[src/rtl/subgroup_pkg.sv]
// Shared types and constants for the subgroup dispatcher and its credit counters.
package subgroup_pkg;
  typedef enum logic [1:0] {
    IDLE  = 2'd0,
    RUN   = 2'd1,
    DRAIN = 2'd2
  } state_e;

  // Wide enough for MAX_OUT up to 15.
  localparam int CNT_W = 4;
endpackage

[src/rtl/subgroup_credit_cnt.sv]
// Outstanding-item counter for one child; flags a completion with nothing outstanding.
module subgroup_credit_cnt
  import subgroup_pkg::*;
(
  input  logic             clk,
  input  logic             rst_n,
  input  logic             inc_i,
  input  logic             dec_i,
  output logic [CNT_W-1:0] cnt_o,
  output logic             under_o
);

  logic [CNT_W-1:0] cnt_q, cnt_d;

  // Next count; a simultaneous dispatch and completion cancel out.
  always_comb begin
    cnt_d   = cnt_q;
    under_o = 1'b0;
    case ({inc_i, dec_i})
      2'b10: cnt_d = cnt_q + CNT_W'(1);
      2'b01: begin
        if (cnt_q == CNT_W'(0)) begin
          under_o = 1'b1;
        end else begin
          cnt_d = cnt_q - CNT_W'(1);
        end
      end
      default: cnt_d = cnt_q;
    endcase
  end

  // Count register.
  always_ff @(posedge clk or negedge rst_n) begin
    if (!rst_n) begin
      cnt_q <= CNT_W'(0);
    end else begin
      cnt_q <= cnt_d;
    end
  end

  assign cnt_o = cnt_q;

endmodule

[src/rtl/subgroup_dispatcher.sv]
// Round-robin dispatcher: one holding register feeding NUM_CHILD children, with
// per-child credit limits and a flush/drain handshake.
module subgroup_dispatcher
  import subgroup_pkg::*;
#(
  parameter int NUM_CHILD = 5,
  parameter int DATA_W    = 8,
  parameter int MAX_OUT   = 3
) (
  input  logic                 clk,
  input  logic                 rst_n,
  input  logic                 s_valid,
  output logic                 s_ready,
  input  logic [DATA_W-1:0]    s_data,
  output logic [NUM_CHILD-1:0] m_valid,
  input  logic [NUM_CHILD-1:0] m_ready,
  output logic [DATA_W-1:0]    m_data,
  input  logic [NUM_CHILD-1:0] done,
  input  logic                 flush,
  output logic                 flush_done,
  output logic                 busy,
  output logic                 err_underflow
);

  localparam int PTR_W = (NUM_CHILD > 1) ? $clog2(NUM_CHILD) : 1;

  state_e              state_q, state_d;
  logic                hold_valid_q, hold_valid_d;
  logic [DATA_W-1:0]   hold_data_q, hold_data_d;
  logic [PTR_W-1:0]    rr_ptr_q, rr_ptr_d;
  logic                err_q, err_d;
  logic [NUM_CHILD-1:0] elig_s, grant_s, under_s, cnt_nz_s;
  logic [CNT_W-1:0]    cnt_s [NUM_CHILD];
  logic [PTR_W-1:0]    grant_idx_s;
  logic                found_s, hit_s, dispatch_s, accept_s, ready_s, drain_empty_s;
  int                  idx_v;

  for (genvar i = 0; i < NUM_CHILD; i++) begin : g_child
    assign elig_s[i]   = hold_valid_q && m_ready[i] && (cnt_s[i] < CNT_W'(MAX_OUT));
    assign cnt_nz_s[i] = |cnt_s[i];

    subgroup_credit_cnt u_cnt (
      .clk     (clk),
      .rst_n   (rst_n),
      .inc_i   (grant_s[i]),
      .dec_i   (done[i]),
      .cnt_o   (cnt_s[i]),
      .under_o (under_s[i])
    );
  end

  // Round-robin search starting at rr_ptr; the first eligible child wins.
  always_comb begin
    grant_s     = '0;
    grant_idx_s = '0;
    found_s     = 1'b0;
    hit_s       = 1'b0;
    idx_v       = 0;
    for (int j = 0; j < NUM_CHILD; j++) begin
      idx_v          = (int'(rr_ptr_q) + j) % NUM_CHILD;
      hit_s          = !found_s && elig_s[idx_v];
      grant_s[idx_v] = grant_s[idx_v] | hit_s;
      grant_idx_s    = hit_s ? PTR_W'(idx_v) : grant_idx_s;
      found_s        = found_s | hit_s;
    end
  end

  assign dispatch_s    = |grant_s;
  assign ready_s       = (state_q == RUN) && (!hold_valid_q || dispatch_s);
  assign accept_s      = s_valid && ready_s;
  assign drain_empty_s = !hold_valid_q && !(|cnt_nz_s);

  // Next state for FSM, holding register, pointer and sticky error.
  always_comb begin
    state_d      = state_q;
    hold_valid_d = hold_valid_q;
    hold_data_d  = hold_data_q;
    rr_ptr_d     = rr_ptr_q;
    err_d        = err_q | (|under_s);

    if (accept_s) begin
      hold_valid_d = 1'b1;
      hold_data_d  = s_data;
    end else if (dispatch_s) begin
      hold_valid_d = 1'b0;
    end else begin
      hold_valid_d = hold_valid_q;
    end

    if (dispatch_s) begin
      rr_ptr_d = (grant_idx_s == PTR_W'(NUM_CHILD - 1)) ? PTR_W'(0) : grant_idx_s + PTR_W'(1);
    end else begin
      rr_ptr_d = rr_ptr_q;
    end

    case (state_q)
      IDLE:    state_d = flush ? IDLE : RUN;
      RUN:     state_d = flush ? DRAIN : RUN;
      DRAIN:   state_d = drain_empty_s ? IDLE : DRAIN;
      default: state_d = IDLE;
    endcase
  end

  // State registers.
  always_ff @(posedge clk or negedge rst_n) begin
    if (!rst_n) begin
      state_q      <= IDLE;
      hold_valid_q <= 1'b0;
      hold_data_q  <= '0;
      rr_ptr_q     <= '0;
      err_q        <= 1'b0;
    end else begin
      state_q      <= state_d;
      hold_valid_q <= hold_valid_d;
      hold_data_q  <= hold_data_d;
      rr_ptr_q     <= rr_ptr_d;
      err_q        <= err_d;
    end
  end

  assign s_ready       = ready_s;
  assign m_valid       = grant_s;
  assign m_data        = hold_data_q;
  assign flush_done    = (state_q == DRAIN) && drain_empty_s;
  assign busy          = hold_valid_q || (|cnt_nz_s);
  assign err_underflow = err_q;

endmodule

[config.mk]
export PLATFORM = sky130hd
export DESIGN_NAME = subgroup_dispatcher
export DESIGN_NICKNAME = d
export VERILOG_FILES = /design/src/rtl/subgroup_pkg.sv /design/src/rtl/subgroup_credit_cnt.sv /design/src/rtl/subgroup_dispatcher.sv
export SDC_FILE = /design/constraint.sdc
export NUM_CORES = 1
export LEC_CHECK = 0
export BUFFER_PORTS_ARGS = -buffer_cell sky130_fd_sc_hd__buf_4
export CAP_MARGIN = 25
export CORE_ASPECT_RATIO = 0.75
export CORE_MARGIN = 5
export CORE_UTILIZATION = 31
export CTS_CLUSTER_DIAMETER = 30
export DETAILED_ROUTE_END_ITERATION = 10
export GPL_TIMING_DRIVEN = 0
export PLACE_DENSITY = 0.49
export RECOVER_POWER = 25
export SLEW_MARGIN = 20
export SYNTH_ARGS = -nofsm -noshare
export SYNTH_HDL_FRONTEND = slang
export SYNTH_SLANG_ARGS = --single-unit
export TNS_END_PERCENT = 1
[constraint.sdc]
create_clock -name clk -period 8.9 [get_ports clk]
set_clock_uncertainty 0.05 [all_clocks]
set_input_delay 1.78 -clock clk [delete_from_list [all_inputs] [get_ports clk]]
set_output_delay 1.78 -clock clk [all_outputs]
set_load 0.1 [all_outputs]
==> metrics.md <==
| Metric | Value |
|---|---|
| Multi-input gate area | `3780 um2` |
| Vias | `4977` |
| Violated checks | `max-capacitance violations, max-slew violations` |
| GR Util All Layers | `0.167` |
| Area grow syn2layout | `17.2%` |
| Critical setup path kind | `reg -> out` |
| Die Width | `about 160 um` |
| Fillcell total | `1626` |
| Storage cell area | `878 um2` |
| Rows | `39` |
| Setup crit end kind | `output port` |
| Seq/Total Area, Yosys | `0.178` |
| GP Congestion | `0.932` |
| Post-synth top area share | `0.178` |
| Fin. Hold Viols | `0` |
| Most area-consuming cells after synthesis | `dfrtp_1, ha_1, nand2_1` |
| Chip Height | `119 um` |
| Core area | `15400 um2` |
| Worst hold path type | `reg -> reg` |
| Slew headroom | `-0.316` |
| Vias/cell | `a little under 6` |
| Initial core utilization | `0.319` |
| TritonCTS Sinks | `35` |
| Fin. max-slew vios | `36` |
| Gate Count Post-Synth | `600` |
| Vias in the first global route | `between 4000 and 5000` |
| Netlist cell types | `94` |
| DRT Wirelength | `roughly 16000 um` |
| Most frequent cells in the layout | `nand2_1, buf_4, nor2_1` |
| Start of the worst register-to-register path | `rr_ptr_q[0]$_DFFE_PN0P_` |
| Fmax | `0.117 GHz` |
| Largest net degree at the start of global routing | `36` |
| Worst endpoint required time | `7.07 ns` |
| Status | `finished with violations` |
| Synthesized area per cell | `between 8 and 9 um2` |
| Iteration-0 DRC Markers | `430` |
| Worst-path fanout max | `18` |
| Ports | `39` |
| Hold Slack | `between 0.4 and 0.5 ns` |
| H-tree levels | `2` |
| Setup WS post-layout | `between 0.3 and 0.4 ns` |
| Reg2Reg Depth | `29` |
| Most frequent cell on the critical path | `ha_1` |
| Measured slew at the worst slew-check pin | `slightly below 2 ns` |
| Post-synth top area cell | `dfrtp_1` |
| Synth warn | `0` |
| Setup crit start kind | `flop` |
| Final Cell Area | `5770 um2` |
| Hold Path Depth | `1` |
| Cts hold-fix bufs | `0` |
| FF+latch count, synth | `35` |
| Final antenna-violating net count | `0` |
| CTS clk-pin slew, worst paths | `0.06 ns` |
| Port Buf Inserts | `38` |
| Fin crit period | `about 8.6 ns` |
| # Max-Cap Violations | `1` |
| Clock latency on the worst-skew pair | `0.28 ns` |
| R2r setup slk | `1.56 ns` |
| Mapped Area | `approximately 5000 um2` |
| Top FF cell, synth | `dfrtp_1` |
| RR Endpoint | `g_child[3].u_cnt.cnt_o[3]$_DFFE_PN0P_` |
| DR WL/cell | `around 18 um` |
| Post-Synthesis Net Count | `~670` |
| Crit path arrival time | `a little under 7 ns` |
| Post-synth EDFFs | `0` |
| Slowest CP cell | `dfrtp_2` |
| HPWL after DPL | `roughly 12000 um` |
| Hold Path Sink | `state_q[0]$_DFF_PN0_` |
| Final nets | `723` |
| Fin crit share | `0.962` |
| CP peak stage delay | `0.54 ns` |
| Placed Area | `5490 um2` |
| First-pass GRT wire length | `25400 um` |
| Hold wc startpoint | `state_q[1]$_DFF_PN0_` |
| Diodes inserted | `0` |
| CTS tree | `done` |
| Cts bufs inserted | `5` |
| DRT Pass-1 Iters | `6` |
| CTS root buffer | `clkbuf_16` |
| Share of cells above drive strength 1 | `0.212` |
| Initial antenna violation count | `0` |
| Global route overflow | `0` |
| Worst slack, placed | `-0.121 ns` |
| Asr flop ratio synth | `1.00` |
| Die area | `between 15000 and 20000 um2` |
| Clock Tree Buf Depth | `2` |
| Drt drc | `0` |
| Finish-stage setup viols | `0` |
-- registers in the layout, summed over array words and instances (netlist names) --
register / cells
err_underflow: 1
g_child.u_cnt.cnt_o: 20
hold_valid_q: 1
m_data: 8
rr_ptr_q: 3
state_q: 2
-- cells in the mapped netlist (8+ instances only) --
| cell type | number |
|---|---|
| mux2i_1 | 14 |
| dfrtp_1 | 35 |
| xnor2_1 | 14 |
| and2_1 | 8 |
| ha_1 | 40 |
| a21o_1 | 8 |
| o22ai_1 | 10 |
| nand3_1 | 19 |
| a21oi_1 | 30 |
| o21ai_0 | 21 |
| nand4_1 | 8 |
| nor2_1 | 43 |
| mux2_4 | 10 |
| nor3_1 | 24 |
| nand2b_1 | 13 |
| inv_1 | 39 |
| nand2_1 | 49 |
| nor2b_1 | 8 |
| or2_2 | 9 |
-- worst max path at each step --
stage	from	endpoint	slack, ns	depth (start not counted)
5_1_grt	rr_ptr_q[2]$_DFFE_PN0P_	s_ready	-0.002	23
6_report	rr_ptr_q[0]$_DFFE_PN0P_	s_ready	0.34	27
3_5_place_dp	rr_ptr_q[0]$_DFFE_PN0P_	s_ready	-0.12	28
4_1_cts	rr_ptr_q[0]$_DFFE_PN0P_	s_ready	0.04	27
3_3_place_gp	rr_ptr_q[0]$_DFFE_PN0P_	s_ready	-0.13	28
2_1_floorplan	rr_ptr_q[0]$_DFFE_PN0P_	s_ready	0.45	27
-- metrics by stage --
stage / util / TNS, ns / instances
floorplan: - / 0 / 600
global placement: 0.355 / -0.133 / 843
detailed placement: 0.356 / -0.121 / 845
CTS: 0.368 / 0 / 852
global route: 0.374 / -0.00243 / 862
finish: 0.374 / 0 / 862
-- repair_timing --
action | CTS | global route
endpoints found under the setup margin | 5 | 4
pin swaps | 0 | 2
hold endpoints to repair | 0 | 0
resized for setup | 7 | 6
buffers inserted | 0 | 9
-- worst max-delay path: cells and delay by family (launching register included) --
| family | cells | cell delay (ns) |
|---|---|---|
| mux | 1 | 0.30 |
| flops | 1 | 0.54 |
| fa+ha+maj | 4 | 1.08 |
| simple gates | 8 | 1.48 |
| compound gates | 6 | 1.57 |
| buf+inv | 8 | 1.46 |
-- routing by layer --
layer / routed length (um) / share of wire / up-vias / track usage
li1: - / - / 2340 / -
met1: 7690 / 0.49 / 2408 / 0.255
met2: 6690 / 0.43 / 198 / 0.244
met3: 1050 / 0.067 / 31 / 0.0276
met4: 240 / 0.015 / 0 / 0.0366
met5: 0 / 0 / - / 0
-- final cells by class --
cell class | instances | share of cell area
Tap cell | 205 | 0.0444
Sequential cell | 35 | 0.152
Inverter | 46 | 0.0323
Timing Repair Buffer | 50 | 0.0637
Clock inverter | 2 | 0.00607
Multi-Input combinational cell | 497 | 0.655
Clock buffer | 6 | 0.0241
Buffer | 21 | 0.0223
-- kinds of logic after synthesis --
family / synth area share
xor+xnor: 0.0440
buf+inv: 0.0628
simple gates: 0.242
mux: 0.0915
compound gates: 0.260
fa+ha+maj: 0.122
flops: 0.178
Power is left out: the tool's default activity adds up to more than one toggle a clock period on the data nets, which glitch-free logic cannot reach.
